File: src/rtl/seg_to_bin.sv
//----------------------------------------------------------------------------
// Module      : seg_to_bin
// Description : Two-digit seven-segment frame to 4-bit binary converter.
//               Frames need STABLE_FRAMES consecutive matches before they
//               are published. Optional idle watchdog: SEG_TO_BIN_TIMEOUT_EN.
// Revision    : 1.0 - initial release
//----------------------------------------------------------------------------
`default_nettype none

module seg_to_bin #(
  parameter int STABLE_FRAMES = 2,
  parameter int TIMEOUT_CYC   = 3000000
) (
  input  logic       clk,
  input  logic       rst,
  input  logic [6:0] dk,
  input  logic       select_1,
  input  logic       select_2,
  output logic [3:0] value,
  output logic       valid,
  output logic       err,
  output logic       stale
);

  typedef enum logic [0:0] {
    WAIT_T = 1'b0,
    WAIT_U = 1'b1
  } state_t;

  localparam logic [2:0] c_STABLE = 3'(STABLE_FRAMES);

  // Input capture and edge history
  logic [6:0] dk_q;
  logic       s1_q, s2_q, s1p_q, s2p_q;

  state_t     state_q, state_d;
  logic [6:0] tens_q, tens_d, units_q, units_d;
  logic       done_q, done_d, abort_q, abort_d;

  logic [3:0] cand_q, cand_d;
  logic       cand_vld_q, cand_vld_d;
  logic [2:0] cnt_q, cnt_d;
  logic [3:0] value_q, value_d;
  logic       pub_q, pub_d;
  logic       valid_q, valid_d;
  logic       err_q, err_d;

  logic       w_e1, w_e2, w_both, w_both_prev, w_any_edge, w_timeout;
  logic [4:0] w_td, w_ud, w_sum;
  logic       w_legal;

  function automatic logic [4:0] seg_decode(input logic [6:0] p);
    case (p)
      7'b1111110: seg_decode = {1'b1, 4'd0};
      7'b0110000: seg_decode = {1'b1, 4'd1};
      7'b1101101: seg_decode = {1'b1, 4'd2};
      7'b1111001: seg_decode = {1'b1, 4'd3};
      7'b0110011: seg_decode = {1'b1, 4'd4};
      7'b1011011: seg_decode = {1'b1, 4'd5};
      7'b1011111: seg_decode = {1'b1, 4'd6};
      7'b1110000: seg_decode = {1'b1, 4'd7};
      7'b1111111: seg_decode = {1'b1, 4'd8};
      7'b1111011: seg_decode = {1'b1, 4'd9};
      default:    seg_decode = 5'd0;
    endcase
  endfunction

  assign w_e1        = s1_q & ~s1p_q;
  assign w_e2        = s2_q & ~s2p_q;
  assign w_both      = s1_q & s2_q;
  assign w_both_prev = s1p_q & s2p_q;
  assign w_any_edge  = w_e1 | w_e2;

  always_ff @(posedge clk) begin
    if (rst) begin
      dk_q  <= '0;
      s1_q  <= 1'b0;
      s2_q  <= 1'b0;
      s1p_q <= 1'b0;
      s2p_q <= 1'b0;
    end else begin
      dk_q  <= dk;
      s1_q  <= select_1;
      s2_q  <= select_2;
      s1p_q <= s1_q;
      s2p_q <= s2_q;
    end
  end

  // Frame assembly FSM; an overlap of both strobes errs once per overlap
  always_comb begin
    state_d = state_q;
    tens_d  = tens_q;
    units_d = units_q;
    done_d  = 1'b0;
    abort_d = 1'b0;
    if (w_both) begin
      state_d = WAIT_T;
      abort_d = ~w_both_prev;
    end else if (w_timeout) begin
      state_d = WAIT_T;
    end else begin
      case (state_q)
        WAIT_T: begin
          if (w_e1) begin
            tens_d  = dk_q;
            state_d = WAIT_U;
          end
        end
        WAIT_U: begin
          if (w_e1) begin
            tens_d = dk_q;
          end else if (w_e2) begin
            units_d = dk_q;
            done_d  = 1'b1;
            state_d = WAIT_T;
          end
        end
        default: state_d = WAIT_T;
      endcase
    end
  end

  assign w_td    = seg_decode(tens_q);
  assign w_ud    = seg_decode(units_q);
  assign w_sum   = (w_td[3:0] == 4'd1) ? (5'd10 + {1'b0, w_ud[3:0]}) : {1'b0, w_ud[3:0]};
  assign w_legal = w_td[4] & w_ud[4] & (w_td[3:0] <= 4'd1) & (w_sum <= 5'd15);

  // Stability filter and publish stage, one cycle after frame completion
  always_comb begin
    cand_d     = cand_q;
    cand_vld_d = cand_vld_q;
    cnt_d      = cnt_q;
    value_d    = value_q;
    pub_d      = pub_q;
    valid_d    = 1'b0;
    err_d      = abort_q;
    if (done_q) begin
      if (!w_legal) begin
        err_d      = 1'b1;
        cnt_d      = 3'd0;
        cand_vld_d = 1'b0;
      end else begin
        if (cand_vld_q && (cand_q == w_sum[3:0])) begin
          if (cnt_q != c_STABLE) begin
            cnt_d = cnt_q + 3'd1;
          end
        end else begin
          cand_d     = w_sum[3:0];
          cand_vld_d = 1'b1;
          cnt_d      = 3'd1;
        end
        if ((cnt_d == c_STABLE) && ((cand_d != value_q) || !pub_q)) begin
          value_d = cand_d;
          valid_d = 1'b1;
          pub_d   = 1'b1;
        end
      end
    end
  end

  always_ff @(posedge clk) begin
    if (rst) begin
      state_q    <= WAIT_T;
      tens_q     <= '0;
      units_q    <= '0;
      done_q     <= 1'b0;
      abort_q    <= 1'b0;
      cand_q     <= '0;
      cand_vld_q <= 1'b0;
      cnt_q      <= '0;
      value_q    <= '0;
      pub_q      <= 1'b0;
      valid_q    <= 1'b0;
      err_q      <= 1'b0;
    end else begin
      state_q    <= state_d;
      tens_q     <= tens_d;
      units_q    <= units_d;
      done_q     <= done_d;
      abort_q    <= abort_d;
      cand_q     <= cand_d;
      cand_vld_q <= cand_vld_d;
      cnt_q      <= cnt_d;
      value_q    <= value_d;
      pub_q      <= pub_d;
      valid_q    <= valid_d;
      err_q      <= err_d;
    end
  end

`ifdef SEG_TO_BIN_TIMEOUT_EN
  localparam int IW = $clog2(TIMEOUT_CYC + 1);
  localparam logic [IW-1:0] c_TIMEOUT = IW'(TIMEOUT_CYC);

  logic [IW-1:0] idle_q, idle_d;
  logic          stale_q, stale_d;

  always_comb begin
    idle_d    = idle_q;
    stale_d   = stale_q;
    w_timeout = 1'b0;
    if (w_any_edge) begin
      idle_d  = '0;
      stale_d = 1'b0;
    end else if (idle_q != c_TIMEOUT) begin
      idle_d = idle_q + 1'b1;
      if (idle_d == c_TIMEOUT) begin
        stale_d   = 1'b1;
        w_timeout = 1'b1;
      end
    end
  end

  always_ff @(posedge clk) begin
    if (rst) begin
      idle_q  <= '0;
      stale_q <= 1'b0;
    end else begin
      idle_q  <= idle_d;
      stale_q <= stale_d;
    end
  end

  assign stale = stale_q;
`else
  assign w_timeout = 1'b0;
  assign stale     = 1'b0;
`endif

  assign value = value_q;
  assign valid = valid_q;
  assign err   = err_q;

endmodule

`default_nettype wire

File: config.mk
export PLATFORM = sky130hd
export DESIGN_NAME = seg_to_bin
export DESIGN_NICKNAME = d
export VERILOG_FILES = /design/src/rtl/seg_to_bin.sv
export SDC_FILE = /design/constraint.sdc
export NUM_CORES = 1
export LEC_CHECK = 0
export CAP_MARGIN = 20
export CORE_ASPECT_RATIO = 2
export CORE_MARGIN = 2
export CORE_UTILIZATION = 35
export DETAILED_ROUTE_END_ITERATION = 16
export GPL_TIMING_DRIVEN = 0
export PLACE_DENSITY_LB_ADDON = 0.2
export SLEW_MARGIN = 20
export SYNTH_ARGS = -nofsm -noshare
export SYNTH_HDL_FRONTEND = slang
export SYNTH_SLANG_ARGS = --single-unit
File: constraint.sdc
create_clock -name clk -period 3.1 [get_ports clk]
set_input_delay 0.93 -clock clk [delete_from_list [all_inputs] [get_ports clk]]
set_output_delay 0.93 -clock clk [all_outputs]
set_load 0.05 [all_outputs]
==> qor.txt, run 1 <==
=================================================================================================
Outcome                                                                              finished clean
Sort of element at the end of the critical path                                              flop
Share of synthesized registers carrying an async set or reset                                  0%
Die Outline Area                                                                     0.00702 mm^2
Register clock-pin slew on the reported worst setup and hold paths                          60 ps
Layout cells sized above 1                                                                  12.6%
Largest net degree at the start of global routing                                              13
Sort of element at the start of the critical path                                            flop
Top_reg_cell synth                                                                        dfxtp_1
Number of violations of the max-capacitance limit                                               0
Post-CTS Hold Fix Bufs                                                                          0
Detailed Place HPWL                                                                       3.41 mm
Leakage component of the power                                                        0.000953 uW
Share of the synthesized netlist area taken by xor and xnor gates                           4.80%
Dominant cell by count in the synthesized netlist                                         dfxtp_1
Post-synthesis cell count                                                                     237
Minimum clock period after layout                                                         2930 ps
Largest family of logic cells by synthesized area                                    simple AND/OR/NAND/NOR gates
Most frequent cells after synthesis                                                  43 x dfxtp_1, 34 x nor2_1, 23 x mux2i_1
DIE WIDTH                                                                                 60.3 um
Effective utilization at floorplan                                                          35.7%
Mapped Avg Cell Area                                                                    9.35 um^2
Maximum clock frequency                                                                 0.341 GHz
Largest voltage drop on the vdd net                                                        344 uV
Core box area                                                                        0.00621 mm^2
Row Count                                                                                      41
Final Hold Viols                                                                                0
Series of cell instances along the critical path                                     or3b_1 -> a2111o_1 -> nand2_1 -> ha_1 -> nor3_4 -> a31oi_2 -> xor2_1 -> or4_4 -> and2_4 -> mux2i_1
TritonCTS clock tree                                                                         done
Total negative slack                                                                         0 ps
Largest incremental delay on the critical path                                             550 ps
Pin slew with the least headroom to its limit                                              571 ps
Fraction of the mapped netlist area in adder cells                                          1.69%
Sequential cell area fraction in the yosys report                                           38.8%
DIE HEIGHT                                                                                 117 um
Top post-synthesis cells by area                                                     dfxtp_1 39%, mux2i_1 10%, nor2_1 5.8%
Post-route standard cell area excluding fillers                                      0.00266 mm^2
Maximum net fanout on the critical path                                                         8
Routability Congestion                                                                      0.773
Layout overhead on the synthesized area                                                     19.9%
Synthesized Nets                                                                              251
Category of cells accounting for the largest share of critical-path delay            simple AND/OR/NAND/NOR gates
Kind of critical path                                                                flop to flop
H-tree lvl count                                                                                2
Via count                                                                                   1,724
Number of nets in the finished design                                                         274
Final count of negative-setup-slack endpoints                                                   0
Standard cell with the maximum stage delay on the critical path                             or4_4
Number of flops mapped to enable cells by yosys                                                 0
Unrepaired setup endpoints after global routing                                             false
Share of the synthesized area in the top cell type                                          38.8%
Complex-gate fraction of the synthesized area                                               12.0%
Number of buffers between clock root and the deepest sink                                       2
Total inserted antenna cells                                                                    0
Simple-Gate Fraction of Synth Area                                                          27.2%
Clock sink total                                                                               43
First drt pass iteration count                                                                  4
Buffers added on ports                                                                         15
Warnings from Yosys                                                                             0
Type of the most critical hold path                                                  flop to flop
Final WL                                                                                  4.54 mm
Residual DRC count                                                                              0
Required time at the endpoint of the critical path                                        3270 ps
Io pins                                                                                        18
Detail Route Antenna Nets                                                                       0
Multiplexer share of the synthesized area                                                   10.4%
Clock tree skew after final layout                                                        6.52 ps
Drt initial violations                                                                         58
Total CTS buffers                                                                               5
Via count of the first global-routing pass                                                  1,715
Total global routing overflow                                                                   0
First-pass GRT wire length                                                                7.85 mm
Number of distinct library cell variants in the gate-level netlist after synthesis             58
Root Buffer                                                                             clkbuf_16
Antenna violations before repair                                                                0
Synth Register Bits                                                                            43
CP bufs+invs                                                                                    0
Overall routing resource usage                                                              14.5%
Dominant cell type by area after synthesis                                                dfxtp_1
Slew Limit Headroom                                                                         61.9%
Clk_lat worst skew                                                                         280 ps
Synthesized cell area                                                                0.00222 mm^2
Routed via count divided by cell count                                                       4.97
Fraction of the cycle the final worst path needs                                            94.7%
Data arrival time of the critical path                                                    3100 ps
Power density of the placed cells                                                     441 mW/mm^2
Final slew viol count                                                                           0
Area post-placement                                                                  0.00247 mm^2
WL/cell                                                                                   13.1 um
=================================================================================================
[state kept, by name, indices dropped and copies added (netlist names)]
name,cells
done_q,1
valid,1
s2p_q,1
abort_q,1
tens_q,7
cnt_q,3
s1_q,1
err,1
cand_q,4
dk_q,7
state_q,1
units_q,7
pub_q,1
cand_vld_q,1
s2_q,1
s1p_q,1
value,4
[report_power, final]
part / switching, uW / total (uW) / internal [uW]
combinational: 29.2 / 58.9 / 29.7
sequential: 7.62 / 572 / 565
clock: 198 / 541 / 343
total: 235 / 1170 / 937
[stage by stage]
step | util (%) | setup slack [ps] | cells | total power [uW] | hold WS, ps
after floorplan | - | 276 | 237 | 621 | 408
after global placement | 39.9 | 44.8 | 338 | 643 | 423
after detailed placement | 39.9 | 7.35 | 338 | 644 | 431
after CTS | 42.4 | 3.36 | 346 | 1190 | 439
after global routing | 42.8 | 13.1 | 347 | 1220 | 460
final | 42.8 | 165 | 347 | 1170 | 432
[routing by layer]
layer	GRT usage (%)	up-vias	wire, um
met2	24.8	38	2400
met1	18.2	817	1960
met3	1.99	5	122
met4	4.89	0	60
li1	-	864	-
met5	0	-	0
[layout make-up]
| type | instances | area (um^2) |
|---|---|---|
| fill | 634 | 3550 |
| multi-input combinational | 174 | 1260 |
| sequential | 43 | 862 |
| timing repair buffer | 16 | 158 |
| clock buffer | 8 | 156 |
| tap | 86 | 108 |
| buffer | 17 | 98.8 |
| inverter | 3 | 11.3 |
[timing repair]
| item | 4_1_cts | 5_1_grt |
|---|---|---|
| hold endpoints to repair | 0 | 0 |
| pin swaps | 0 | 3 |
| buffers inserted | 0 | 1 |
| setup endpoints to repair | 2 | 5 |
| gates resized for setup | 1 | 12 |
[placed cells by master (no fill, tap or decap), types with 4 or more instances in the layout]
cell type,count
dfxtp_1,42
nor2_1,34
mux2i_1,23
nor2b_1,18
clkdlybuf4s50_1,15
nand2_1,8
clkbuf_1,6
a21oi_1,6
nand3b_1,5
clkbuf_16,5
buf_4,4
nand4_1,4
xnor2_1,4
o21ai_0,4
[kinds of logic (layout without fill, tap and decap cells)]
family                   count (synthesis)  after routing
AO/OA/AOI/OAI                           35             35
adder cells (fa/ha/maj)                  3              3
other                                    1              1
AND/OR/NAND/NOR                        103            103
XOR/XNOR                                 9              9
buffers and inverters                   20             44
multiplexers                            23             23
flip-flops                              43             43
[path summary, 6_finish.rpt]
path	to	cells past startpoint	from	slack (ps)
worst max-delay path	value[3]$_SDFFE_PP0P_	10	units_q[1]$_SDFFE_PP0P_	170
worst min-delay path	abort_q$_SDFF_PP0_	1	s1p_q$_SDFF_PP0_	430
worst max register to register	value[3]$_SDFFE_PP0P_	10	units_q[1]$_SDFFE_PP0P_	170
worst min register to register	abort_q$_SDFF_PP0_	1	s1p_q$_SDFF_PP0_	430
(Power assumes the default switching activity.)
==> run 2, diff against run 1 <==
Settings changed: SKIP_CTS_REPAIR_TIMING from default to 1.
Clock period 3.1 ns to 3.4 ns, I/O delays scaled along.
==> qor.txt, run 2 (synthesis gave the netlist of run 1 again) <==
=====================================================================================
Total negative slack                                                             0 ps   unchanged
Type of the most critical hold path                                      flop to flop
Share of total power in combinational logic                                      5.0%   about the same
Final count of negative-setup-slack endpoints                                       0   unchanged
DIE HEIGHT                                                                     117 um   unchanged
Sort of element at the end of the critical path                                  flop
Core box area                                                            0.00621 mm^2   unchanged
Flop-to-flop setup slack                                                       310 ps   +150 ps
Total global routing overflow                                                       0   unchanged
Largest voltage drop on the vdd net                                            314 uV   -8.8%
Largest net degree at the start of global routing                                  13   unchanged
H-tree lvl count                                                                    2   unchanged
Biggest regs                                                             dk_q (7), tens_q (7), units_q (7)
Standard cell with the maximum stage delay on the critical path                 or4_4
DIE WIDTH                                                                     60.3 um   unchanged
Number of buffers between clock root and the deepest sink                           2   unchanged
Drt initial violations                                                             34   -41%
Leakage component of the power                                            0.000957 uW   +0.49%
Final slew viol count                                                               0   unchanged
Series of cell instances along the critical path                         dlymetal6s2s_1 -> nand4_1 -> or3b_4 -> nand2_1 -> ha_1 -> nor3_4 -> a31oi_2 -> xor2_1 -> or4_4 -> and2_4 -> mux2i_1
First drt pass iteration count                                                      4   unchanged
Clock tree skew after final layout                                            4.52 ps   -2.00 ps
Cell-internal power                                                            854 uW   -8.8%
Number of nets in the finished design                                             273   -0.36%
Destination of the worst register-to-register timing path                value[3]$_SDFFE_PP0P_
Die Outline Area                                                         0.00702 mm^2   unchanged
Hold WS                                                                        432 ps   +0.0230 ps
Kind of critical path                                                    flop to flop
Detailed Place HPWL                                                           3.41 mm   unchanged
Power density of the placed cells                                         405 mW/mm^2   -8.2%
Flop pwr share                                                                  49.0%   +0.2 points
Routed via count divided by cell count                                           4.92   -0.87%
Number of violations of the max-capacitance limit                                   0   unchanged
Total inserted antenna cells                                                        0   unchanged
Unrepaired setup endpoints after global routing                                 false
Register clock-pin slew on the reported worst setup and hold paths              60 ps   about the same
Minimum clock period after layout                                             3090 ps   +155 ps
Largest incremental delay on the critical path                                 550 ps   about the same
Most frequent standard cell in the layout excluding fill and tap cells        dfxtp_1
Sort of element at the start of the critical path                                flop
Data arrival time of the critical path                                        3260 ps   +160 ps
Layout overhead on the synthesized area                                         18.7%
Clk_lat worst skew                                                             280 ps   about the same
Maximum net fanout on the critical path                                            10   +2
Total CTS buffers                                                                   5   unchanged
Hold worst-path end                                                      abort_q$_SDFF_PP0_
Io pins                                                                            18   unchanged
Reg2Reg Depth                                                                      11   +1
Final core utilization                                                          42.4%   -0.44 points
Slew Limit Headroom                                                             62.3%   +0.41 points
Effective utilization at floorplan                                              35.7%   unchanged
First-pass GRT wire length                                                    7.85 mm   unchanged
Fraction of the cycle the final worst path needs                                90.9%   -3.8 points
Origin of the critical flop-to-flop path                                 units_q[3]$_SDFFE_PP0P_
Switching power summed over all nets                                           211 uW   -10%
Setup ws final                                                                 310 ps   +145 ps
Via count of the first global-routing pass                                      1,715   unchanged
Net switching share of the total power                                          19.8%   -0.27 points
WL/cell                                                                       12.9 um   -1.6%
Root Buffer                                                                 clkbuf_16
Cells on Worst Hold Path                                                            1   unchanged
Maximum clock frequency                                                     0.324 GHz   -5.0%
Beginning of the worst hold path                                         s1p_q$_SDFF_PP0_
Final Hold Viols                                                                    0   unchanged
Clock sink total                                                                   43   unchanged
Required time at the endpoint of the critical path                            3570 ps   +300 ps
Placement Setup Slack                                                          307 ps   +300 ps
Overall routing resource usage                                                  14.5%   unchanged
Outcome                                                                  finished clean
Detail Route Antenna Nets                                                           0   unchanged
Top library cells by usage in the layout, fill and taps aside            43 x dfxtp_1, 34 x nor2_1, 23 x mux2i_1
Row Count                                                                          41   unchanged
Layout cells sized above 1                                                      10.0%   -2.6 points
Antenna violations before repair                                                    0   unchanged
Via count                                                                       1,704   -1.2%
Routability Congestion                                                          0.773   unchanged
Clk network pwr share                                                           46.0%   -0.2 points
Buffers added on ports                                                             15   unchanged
Residual DRC count                                                                  0   unchanged
TritonCTS clock tree                                                             done
Pin slew with the least headroom to its limit                                  565 ps   -6.18 ps
Final WL                                                                      4.46 mm   -1.9%
=====================================================================================
run 2: area by class of cell:
cell class	count	area (um^2)
timing repair buffer	15	150
inverter	3	11.3
fill	635	3580
buffer	17	98.8
tap	86	108
multi-input combinational	174	1240
sequential	43	861
clock buffer	8	156
run 2: critical path: cells and delay by family, from the launching register on:
kind | cells | cell delay, ps
buffers and inverters | 1 | 340
xor gates and xnor gates | 1 | 170
DFF | 1 | 370
and+or+nand+nor | 6 | 1630
adders and majority gates | 1 | 280
muxes | 1 | 110
AOI/OAI and AO/OA | 1 | 80
run 2: through the flow:
| stage | area [um^2] | power (uW) | std cells |
|---|---|---|---|
| after global placement | 2470 | 586 | 338 |
| after detailed placement | 2470 | 587 | 338 |
| after CTS | 2630 | 1090 | 346 |
| after floorplan | 2220 | 567 | 237 |
| final | 2630 | 1060 | 346 |
| after global routing | 2630 | 1110 | 346 |
run 2: per-layer routing:
metal  global-route usage, %  wire [um]  vias up
met5                       0          0        -
met4                    4.89         60        0
met3                    1.99        104        5
met2                    24.8       2340       30
met1                    18.2       1950      803
li1                        -          -      866
run 2: worst max-delay path by stage:
stage / from / endpoint
2_1_floorplan: units_q[1]$_SDFFE_PP0P_ / value[0]$_SDFFE_PP0P_
3_3_place_gp: units_q[0]$_SDFFE_PP0P_ / value[0]$_SDFFE_PP0P_
3_5_place_dp: units_q[0]$_SDFFE_PP0P_ / value[3]$_SDFFE_PP0P_
4_1_cts: units_q[0]$_SDFFE_PP0P_ / value[3]$_SDFFE_PP0P_
5_1_grt: units_q[0]$_SDFFE_PP0P_ / value[0]$_SDFFE_PP0P_
6_report: units_q[3]$_SDFFE_PP0P_ / value[3]$_SDFFE_PP0P_
run 2: power by group through the flow:
stage          registers, uW  logic (uW)  clock network (uW)
6_report                 522        53.4                 490
5_1_grt                  523        58.5                 527
4_1_cts                  522        54.6                 511
3_5_place_dp             533        54.5                   0
3_3_place_gp             533        53.7                   0
2_1_floorplan            531        35.6                   0
==> run 3, diff against run 2 <==
Settings changed: REMOVE_ABC_BUFFERS from default to 1.
==> qor.txt, run 3 (synthesis gave the netlist of run 1 again) <==
=====================================================================================
First-pass GRT wire length                                                    7.54 mm   -3.9%
Largest incremental delay on the critical path                                 550 ps   about the same
Hold WS                                                                        434 ps   +1.46 ps
Data arrival time of the critical path                                        3370 ps   +110 ps
Minimum clock period after layout                                             3200 ps   +107 ps
TritonCTS clock tree                                                             done
Buffers added on ports                                                             16   +1
Total negative slack                                                             0 ps   unchanged
Cells on Worst Hold Path                                                            1   unchanged
Total of fill cells in the finished design                                        628   -1.1%
Detail Route Antenna Nets                                                           0   unchanged
Type of the most critical hold path                                      flop to flop
Outcome                                                                  finished clean
Maximum clock frequency                                                     0.313 GHz   -3.3%
DIE HEIGHT                                                                     117 um   unchanged
Routability Congestion                                                          0.727   -5.9%
Clk network pwr share                                                           44.0%   -2.0 points
Switching power summed over all nets                                           215 uW   +1.9%
Clock sink total                                                                   43   unchanged
Biggest regs                                                             dk_q (7), tens_q (7), units_q (7)
DIE WIDTH                                                                     60.3 um   unchanged
Sort of element at the end of the critical path                                  flop
Effective utilization at floorplan                                              35.7%   unchanged
Share of total power in combinational logic                                      4.8%   -0.2 points
Flop-to-flop setup slack                                                       200 ps   -110 ps
Maximum net fanout on the critical path                                            13   +3
Largest net degree at the start of global routing                                  33   +20
Leakage component of the power                                            0.000898 uW   -6.2%
Kind of critical path                                                    flop to flop
Number of violations of the max-capacitance limit                                   0   unchanged
Final WL                                                                      4.27 mm   -4.1%
First drt pass iteration count                                                      4   unchanged
Top library cells by usage in the layout, fill and taps aside            43 x dfxtp_1, 34 x nor2_1, 23 x mux2i_1
Pin slew with the least headroom to its limit                                  795 ps   +230 ps
Number of nets in the finished design                                             259   -5.1%
Slew Limit Headroom                                                             46.9%   -15 points
Via count                                                                       1,655   -2.9%
Sort of element at the start of the critical path                                flop
FF+latch area                                                                861 um^2   unchanged
Row Count                                                                          41   unchanged
Layout overhead on the synthesized area                                         15.1%
Unrepaired setup endpoints after global routing                                 false
Series of cell instances along the critical path                         or3b_1 -> a2111o_1 -> nand2_1 -> ha_1 -> nor3_4 -> a31oi_2 -> xor2_1 -> or4_4 -> and2_4 -> mux2i_1
Drt initial violations                                                             58   +71%
Total CTS buffers                                                                   5   unchanged
Final slew viol count                                                               0   unchanged
Die Outline Area                                                         0.00702 mm^2   unchanged
Io pins                                                                            18   unchanged
Detailed Place HPWL                                                           3.15 mm   -7.8%
Residual DRC count                                                                  0   unchanged
Root Buffer                                                                 clkbuf_16
H-tree lvl count                                                                    2   unchanged
Routed via count divided by cell count                                           5.00   +1.5%
Number of buffers between clock root and the deepest sink                           2   unchanged
Fraction of the cycle the final worst path needs                                94.0%   +3.1 points
Via count of the first global-routing pass                                      1,597   -6.9%
Area of the multi-input gates                                            0.00125 mm^2   +0.50%
Antenna violations before repair                                                    0   unchanged
Clock tree skew after final layout                                            2.30 ps   -2.22 ps
Standard cell with the maximum stage delay on the critical path               dfxtp_1
Clk_lat worst skew                                                             280 ps   about the same
Most frequent standard cell in the layout excluding fill and tap cells        dfxtp_1
Final count of negative-setup-slack endpoints                                       0   unchanged
Total inserted antenna cells                                                        0   unchanged
WL/cell                                                                       12.9 um   +0.21%
Net switching share of the total power                                          21.0%   +1.2 points
Final Hold Viols                                                                    0   unchanged
Required time at the endpoint of the critical path                            3570 ps   about the same
Total global routing overflow                                                       0   unchanged
Layout cells sized above 1                                                      9.39%   -0.61 points
Register clock-pin slew on the reported worst setup and hold paths              60 ps   about the same
Reg2Reg Depth                                                                      10   -1
Cell-internal power                                                            807 uW   -5.5%
Flop pwr share                                                                  51.2%   +2.2 points
Largest voltage drop on the vdd net                                            279 uV   -11%
Power density of the placed cells                                         401 mW/mm^2   -1.0%
Core box area                                                            0.00621 mm^2   unchanged
Overall routing resource usage                                                  14.0%   -0.49 points
=====================================================================================
==> run 3: critical path: cells and delay by family (launching register included) <==
kind                       cells  cell delay [ps]
DFF                            1              550
and+or+nand+nor                5             1410
adders and majority gates      1              270
AOI/OAI and AO/OA              2              570
xor gates and xnor gates       1              170
muxes                          1              110
==> run 3: metrics by stage <==
step / setup WS [ps] / total power (uW) / util, % / instances / instance area, um^2
after floorplan: 447 / 556 / - / 220 / 2120
after global placement: 236 / 581 / 38.4 / 322 / 2380
after detailed placement: 192 / 584 / 38.8 / 324 / 2410
after CTS: 185 / 1040 / 41.1 / 331 / 2550
after global routing: 25.3 / 1070 / 41.1 / 331 / 2550
final: 203 / 1020 / 41.1 / 331 / 2550
==> run 3: final timing paths <==
check / start / endpoint
max: units_q[6]$_SDFFE_PP0P_ / value[0]$_SDFFE_PP0P_
min: s1p_q$_SDFF_PP0_ / abort_q$_SDFF_PP0_
max reg2reg: units_q[6]$_SDFFE_PP0P_ / value[0]$_SDFFE_PP0P_
min reg2reg: s1p_q$_SDFF_PP0_ / abort_q$_SDFF_PP0_
==> run 3: power by group through the flow <==
stage                     clock [uW]  combinational (uW)  sequential, uW
final                            450                49.0             523
after global routing             487                54.0             524
after CTS                        468                50.0             523
after detailed placement           0                49.7             534
after global placement             0                46.7             534
after floorplan                    0                23.9             532
==> run 3: routing by layer <==
metal	wire length (um)	share of wire [%]	GRT usage, %	vias to the layer above
li1	-	-	-	837
met1	1840	43	17.8	789
met2	2210	52	22.5	20
met3	108	2.5	2.55	9
met4	117	2.7	6.22	0
met5	0	0	0	-
==> run 3: cell type report <==
class / instances / share of cell area (%)
Multi-Input combinational cell: 174 / 49.1
Sequential cell: 43 / 33.8
Timing Repair Buffer: 18 / 7.07
Clock buffer: 5 / 4.91
Tap cell: 86 / 4.22
Clock inverter: 2 / 0.540
Inverter: 3 / 0.442
